==> src/rtl/alu_arbiter.sv <==
// Round-robin arbiter that time-shares one ALU between N requesters, returning
// results per requester and forcing a quiet-NaN response if the ALU stalls.
module alu_arbiter #(
    parameter int          N              = 2,
    parameter int          TIMEOUT_CYCLES = 1024,
    parameter logic [31:0] TIMEOUT_RESULT = 32'h7FC00000,
    localparam int         GW             = (N > 1) ? $clog2(N) : 1
) (
    input  logic            clk,
    input  logic            rst,
    input  logic [N-1:0]    req_valid,
    output logic [N-1:0]    req_ready,
    input  logic [32*N-1:0] req_op_a,
    input  logic [32*N-1:0] req_op_b,
    input  logic [3*N-1:0]  req_op_code,
    input  logic [N-1:0]    req_mode_fp,
    input  logic [2*N-1:0]  req_round_mode,
    output logic [N-1:0]    resp_valid,
    input  logic [N-1:0]    resp_ready,
    output logic [31:0]     resp_result,
    output logic [4:0]      resp_flags,
    output logic            resp_timeout,
    output logic [31:0]     alu_op_a,
    output logic [31:0]     alu_op_b,
    output logic [2:0]      alu_op_code,
    output logic            alu_mode_fp,
    output logic [1:0]      alu_round_mode,
    output logic            alu_start,
    input  logic [31:0]     alu_result,
    input  logic            alu_valid_out,
    input  logic [4:0]      alu_flags,
    output logic            busy,
    output logic [GW-1:0]   grant_id
);

    localparam int WW = $clog2(TIMEOUT_CYCLES + 1);

    typedef enum logic [1:0] {
        IDLE,
        ISSUE,
        DRAIN,
        RESPOND
    } state_t;

    state_t        state;
    state_t        next_state;
    logic [GW-1:0] rr_ptr;
    logic [WW-1:0] watchdog;
    logic [GW-1:0] pick_idx;
    logic          pick_found;
    logic [31:0]   sel_op_a;
    logic [31:0]   sel_op_b;
    logic [2:0]    sel_op_code;
    logic          sel_mode_fp;
    logic [1:0]    sel_round_mode;
    logic          grant_en;
    logic          done_ok;
    logic          done_timeout;
    logic          wd_clear;

    function automatic logic [GW-1:0] wrap_add(input logic [GW-1:0] base, input int off);
        int sum;
        sum = int'(base) + off;
        if (sum >= N) begin
            sum = sum - N;
        end
        return GW'(sum);
    endfunction

    function automatic logic [N-1:0] onehot(input logic [GW-1:0] idx);
        logic [N-1:0] vec;
        vec      = '0;
        vec[idx] = 1'b1;
        return vec;
    endfunction

    // First pending requester at or after the round-robin pointer, wrapping.
    always_comb begin
        pick_found = 1'b0;
        pick_idx   = '0;
        for (int i = 0; i < N; i++) begin
            if (!pick_found && req_valid[wrap_add(rr_ptr, i)]) begin
                pick_found = 1'b1;
                pick_idx   = wrap_add(rr_ptr, i);
            end
        end
    end

    always_comb begin
        sel_op_a       = '0;
        sel_op_b       = '0;
        sel_op_code    = '0;
        sel_mode_fp    = 1'b0;
        sel_round_mode = '0;
        for (int i = 0; i < N; i++) begin
            if (pick_idx == GW'(i)) begin
                sel_op_a       = req_op_a[32*i +: 32];
                sel_op_b       = req_op_b[32*i +: 32];
                sel_op_code    = req_op_code[3*i +: 3];
                sel_mode_fp    = req_mode_fp[i];
                sel_round_mode = req_round_mode[2*i +: 2];
            end
        end
    end

    always_ff @(posedge clk or negedge rst) begin
        if (!rst) begin
            state <= IDLE;
        end else begin
            state <= next_state;
        end
    end

    // alu_start is decoded from state so an asynchronous reset drops it at once.
    always_comb begin
        next_state   = state;
        req_ready    = '0;
        resp_valid   = '0;
        alu_start    = 1'b0;
        busy         = (state != IDLE);
        grant_en     = 1'b0;
        done_ok      = 1'b0;
        done_timeout = 1'b0;
        wd_clear     = 1'b0;
        case (state)
            IDLE: begin
                if (pick_found) begin
                    req_ready  = onehot(pick_idx);
                    grant_en   = 1'b1;
                    next_state = ISSUE;
                end
            end
            ISSUE: begin
                alu_start = 1'b1;
                if (alu_valid_out) begin
                    done_ok    = 1'b1;
                    next_state = DRAIN;
                end else if (watchdog == WW'(TIMEOUT_CYCLES - 1)) begin
                    done_timeout = 1'b1;
                    next_state   = DRAIN;
                end
            end
            DRAIN: begin
                if (!alu_valid_out) begin
                    next_state = RESPOND;
                end
            end
            RESPOND: begin
                resp_valid = onehot(grant_id);
                if (resp_ready[grant_id]) begin
                    wd_clear   = 1'b1;
                    next_state = IDLE;
                end
            end
            default: next_state = IDLE;
        endcase
    end

    always_ff @(posedge clk or negedge rst) begin
        if (!rst) begin
            alu_op_a       <= '0;
            alu_op_b       <= '0;
            alu_op_code    <= '0;
            alu_mode_fp    <= 1'b0;
            alu_round_mode <= '0;
            grant_id       <= '0;
            rr_ptr         <= '0;
            watchdog       <= '0;
            resp_result    <= '0;
            resp_flags     <= '0;
            resp_timeout   <= 1'b0;
        end else begin
            if (grant_en) begin
                alu_op_a       <= sel_op_a;
                alu_op_b       <= sel_op_b;
                alu_op_code    <= sel_op_code;
                alu_mode_fp    <= sel_mode_fp;
                alu_round_mode <= sel_round_mode;
                grant_id       <= pick_idx;
                rr_ptr         <= wrap_add(pick_idx, 1);
            end
            if (wd_clear) begin
                watchdog <= '0;
            end else if (state == ISSUE) begin
                watchdog <= watchdog + 1'b1;
            end
            if (done_ok) begin
                resp_result  <= alu_result;
                resp_flags   <= alu_flags;
                resp_timeout <= 1'b0;
            end else if (done_timeout) begin
                resp_result  <= TIMEOUT_RESULT;
                resp_flags   <= 5'b10000;
                resp_timeout <= 1'b1;
            end
        end
    end

endmodule

==> config.mk <==
export PLATFORM = sky130hd
export DESIGN_NAME = alu_arbiter
export DESIGN_NICKNAME = d
export VERILOG_FILES = /design/src/rtl/alu_arbiter.sv
export SDC_FILE = /design/constraint.sdc
export NUM_CORES = 1
export LEC_CHECK = 0
export CORE_MARGIN = 5
export CORE_UTILIZATION = 30
export DETAILED_ROUTE_END_ITERATION = 8
export PLACE_DENSITY = 0.77
export SLEW_MARGIN = 20
export SYNTH_ARGS = -nofsm -noshare
export SYNTH_HDL_FRONTEND = slang
export SYNTH_SLANG_ARGS = --single-unit
==> constraint.sdc <==
create_clock -name clk -period 4.7 [get_ports clk]
set_input_delay 0.705 -clock clk [delete_from_list [all_inputs] [get_ports clk]]
set_output_delay 0.705 -clock clk [all_outputs]
set_load 0.05 [all_outputs]
**Yosys cells after proc, flatten, opt, wreduce, memory -nomap -nowiden**

Index checks and enable logic that the tools add are counted.

- Register bits: 123
- Input bits: 184
- Output and inout port bits: 115

- Add/sub/neg operators: 6
- Magnitude comparators: 9
- Equality and inequality tests: 8
- Muxes and demuxes: 49
- Reductions and logical operators: 9

Operator list:

| operator | count |
|---|---|
| $mux W32 | 4 |
| $mux W1 | 28 |
| $mux W11 | 2 |
| $mux W2 | 9 |
| $add A11 B1 Y11 const B | 1 |
| $eq A11 B10 Y1 const B | 1 |
| $mux W5 | 2 |
| $lt A1 B2 Y1 const B | 4 |
| $pmux W2 S4 | 1 |
| $ne A2 B2 Y1 const B | 3 |
| $reduce_bool A2 Y1 | 3 |
| $add A1 B1 Y2 const B | 2 |
| $eq A2 B2 Y1 const B | 2 |
| $ge A2 B2 Y1 const B | 2 |
| $reduce_and A4 Y1 | 1 |
| $logic_and A1 B1 Y1 | 3 |
| $mux W3 | 1 |
| $ne A3 B3 Y1 const B | 1 |
| $sub A1 B1 Y1 const B | 3 |
| $demux W1 S1 | 2 |
| $eq A2 B1 Y1 const B | 1 |
| $ge A1 B1 Y1 const B | 2 |
| $ge A1 B2 Y1 const B | 1 |
| $logic_not A2 Y1 | 1 |
| $logic_not A1 Y1 | 1 |

**Longest topological paths before layout**

- Word-level depth: 14
- Mapped depth: 7

**Worst setup path after synthesis**

No wires, ideal clock.

- Path type: reg2out
- Start: register state[0]
- End: output port req_ready[1]
- Arrival: 1.700 ns
- Data required time: 3.995 ns
- Path slack: 2.295 ns
- Cell stages (with the launch flop): 6
- Cells stage by stage: dfrtp_1 -> inv_1 -> ha_1 -> inv_1 -> nor2_1 -> clkbuf_1

- Longest elaborated chain between the ends: 2

Ends and longest elaborated chain:

| item | RTL line | RTL |
|---|---|---|
| start, declared | 45 | `state_t state;` |
| start signal, assigned | 110 | `state <= next_state;` |
| $logic_not A2 Y1 | 125 | `case (state)` |
| $mux W2 | 125 |  |
| end, declared | 12 | `output logic [N-1:0] req_ready,` |

No other way between the ends.

**Worst setup path in the final report**

- Start: input port req_valid[0]
- End: output port req_ready[0]

- Longest elaborated chain between the ends: 12
- Elaborated cells between the ends (all ways): 17
- Classes of those cells: order compare: 2; mux: 12; reduce/logical: 3

Ends and longest elaborated chain:

| item | RTL line | RTL |
|---|---|---|
| start, declared | 11 | `input logic [N-1:0] req_valid,` |
| $mux W1 (not written as such) (2 in series) | 82 | `if (!pick_found && req_valid[wrap_add(rr_ptr, i)]) begin` |
| $mux W1 | 82 |  |
| $logic_not A1 Y1 | 82 |  |
| $logic_and A1 B1 Y1 | 82 |  |
| $mux W1 | 82 |  |
| $lt A1 B2 Y1 (not written as such) / $ge A1 B1 Y1 (equally long branches) | 73 | `vec[idx] = 1'b1;` |
| $logic_and A1 B1 Y1 (not written as such) | 73 |  |
| $mux W1 (not written as such) | 73 |  |
| $demux W1 S1 | 73 |  |
| $mux W2 * | 127 | `if (pick_found) begin` |
| $mux W2 * | 125 |  |

Every way passes the cells marked *; elsewhere a longest branch is shown, timed or not. The select of a mux whose other input is x is not followed.

==> impl_results.md <==
* Drt wl/cell at 17.2 um
* Final nets at 919
* Max Cap Viol at 0
* Postcts setup bufs at 0
* All-Layer GR Usage at 16.0%
* Type of the worst setup path: input pin to primary output
* Clock slew at reported path FFs at 0.06 ns
* # rows at 48
* H-tree Lvls at 4
* Layout cell share with drive strength beyond 1 at 7.04%
* Count of cells resized by post-cts repair at 0
* Setup_tns at 0 ns
* Vias in the first global route at ~4700
* RSZ-0062 raised after global routing: no
* Run status: finished clean
* Final Max Slew Viols at 0
* CTS tree: yes
* CP required at 3.99 ns
* First-pass GRT wire length at 25500 um
* Total iterations of the first detailed-routing run at 4
* Worst ir drop on vdd at 0.405 mV
* DRT antenna net count at 0
* Final WS setup at 1.51 ns
* Crit Path Max Fanout at 35
* DRC viols at 0
* Vias at 4523
* Hpwl dp at 12300 um
* Synthesized Nets at 627
* Period utilization at 68.0%
* Final hold vios at 0
* Clock Skew at 0.00855 ns
* Hold Crit Class: input pin to asynchronous set/reset pin
* Antenna cells at 0
* Detailed Route WL at approximately 17000 um
* Leak pwr at approximately 0.0039 uW
* Grt total ovfl at 0
* Number of synthesized flops with an enable pin at 0
* Drt via density at between 4 and 5
* # fillers at about 1500
* Initial antenna violation count at 0
* DIE AREA at around 20000 um2
* Layout area overhead at 70.8%
* IO Pins at 299
* Ys Warns at 0
* Async set-or-reset flop fraction in the synthesized netlist at 100%
* Initial Util at 30.6%
* Placed Area at 8500 um2
* Worst-Skew Late Latency at approximately 0.4 ns
* R2R setup slack at 2.40 ns
* Fmax at 0.313 GHz
* Register area share after synthesis at between 50% and 60%
* Post-place setup slack at 1.47 ns
* Largest net degree at the start of global routing at ~110
* Worst Setup End Kind: primary output
* PortBufs at 298
* Tmin final at 3.19 ns
* Startpoint Class: input pin
* Drt first-iter violations at 177
* # hold bufs at CTS at 0
* Final Setup Violations at 0
* Total power draw at between 6000 and 7000 uW
* Worst path arrival time at 2.49 ns
* Die height at between 100 and 150 um
* Avg Cell Area, Syn at 12.1 um2
* Commonest register cell after synthesis: dfrtp_1
* Slew Limit Headroom at 29.8%
* CTS buffer count at 17
* Clock Tree Buf Depth at 2
* Worst Tran Pin Value at 1.05 ns
* Cell count after synthesis at 437
* Die W at 143 um
* Design Area, Final at 9040 um2
* Synthesized flop and latch total at between 100 and 150
* P per Cell Area at 761 nW/um2
* Synthesized cell area at 5290 um2
* Sink Count at 123
* Core outline area at 17300 um2
* Root Driver: clkbuf_16
* Synth unique cells at 37
* GPL Wtd Cong at 0.782
state kept, by name (all words and copies together) (netlist names):
name,count
alu_op_a,32
alu_op_b,32
resp_result,32
watchdog,11
resp_flags,5
alu_op_code,3
alu_round_mode,2
state,2
alu_mode_fp,1
grant_id,1
resp_timeout,1
rr_ptr,1
per-stage QoR:
stage	util, %	hold WS (ns)	cells
6_report	52.3	0.360	964
3_3_place_gp	49.1	0.461	935
3_5_place_dp	49.1	0.469	935
2_1_floorplan	-	0.409	437
4_1_cts	52.3	0.383	964
5_1_grt	52.3	0.413	964
layer usage:
metal  up-vias  routed length (um)  global-route usage (%)
li1       2179                   -                       -
met4         0                 136                    3.50
met5         -                   0                       0
met2       184                8290                    27.2
met3         9                1680                    6.66
met1      2151                6450                    18.9
worst max-delay path, cell delays in order:
cell	delay, ns
clkdlybuf4s50_1	0.55
inv_1	0.10
o21ai_4	0.17
buf_4	0.52
nor2b_4	0.30
buf_12	0.15
cells in the final DEF, fill, tap and decap left out, types with 4 or more instances in the layout:
| cell type | instances |
|---|---|
| a221o_1 | 36 |
| a22o_1 | 20 |
| a22o_2 | 7 |
| and2_1 | 38 |
| buf_4 | 7 |
| clkbuf_16 | 17 |
| clkdlybuf4s50_1 | 296 |
| dfrtp_1 | 123 |
| ha_1 | 6 |
| inv_1 | 4 |
| mux2i_1 | 37 |
| nand2_1 | 39 |
| nor2_1 | 12 |
| o21ai_0 | 36 |
| o22a_1 | 10 |
| xnor2_1 | 5 |
kinds of logic after synthesis:
| family | synth area share, % |
|---|---|
| AND/OR/NAND/NOR | 10.7 |
| flip-flops | 58.2 |
| AO/OA/AOI/OAI | 18.1 |
| XOR/XNOR | 1.32 |
| buffers and inverters | 3.10 |
| multiplexers | 7.21 |
| adder cells (fa/ha/maj) | 1.42 |
cells in the mapped netlist (2+ instances only):
cell type  number  area, um2
dfrtp_1       123       3080
nand2_1        39        146
and2_1         38        238
mux2i_1        37        370
a221o_1        36        360
o21ai_0        36        180
a22o_1         20        175
clkbuf_1       16       60.1
nor2_1         13       48.8
buf_2          11       55.1
o22a_1         10       87.6
a22o_2          7       70.1
ha_1            6       75.1
xnor2_1         5       43.8
inv_1           4       15.0
a21oi_1         3       15.0
nand4_1         3       18.8
nor2b_1         3       18.8
nor3_1          3       15.0
xor2_1          3       26.3
a21o_1          2       15.0
buf_6           2       22.5
nand3_1         2       10.0
o21ai_1         2       10.0
path summary, 6_finish.rpt:
kind	endpoint	depth (start not counted)	startpoint
min in group clk	alu_op_b[30]	2	alu_op_b[30]
max in group asynchronous	resp_result[10]	2	rst
hold reg to reg	alu_op_b[30]	2	alu_op_b[30]
setup / recovery	req_ready[0]	6	req_valid[0]
setup reg to reg	resp_flags[0]	4	state[1]
hold / removal	alu_op_b[26]	1	rst
layout make-up:
cell class	count	area (um2)	area share, %
Sequential cell	123	3080	34.0
Clock buffer	22	474	5.25
Clock inverter	7	68.8	0.761
Multi-Input combinational cell	279	2090	23.1
Timing Repair Buffer	304	3040	33.6
Tap cell	225	282	3.11
Inverter	4	15.0	0.166
power by group:
| group | switching [uW] | total [uW] | internal, uW | leakage [uW] |
|---|---|---|---|---|
| clock | 442 | 1200 | 758 | 0.000264 |
| combinational | 2470 | 3890 | 1420 | 0.00214 |
| sequential | 258 | 1800 | 1540 | 0.00153 |
(Power assumes the default switching activity.)
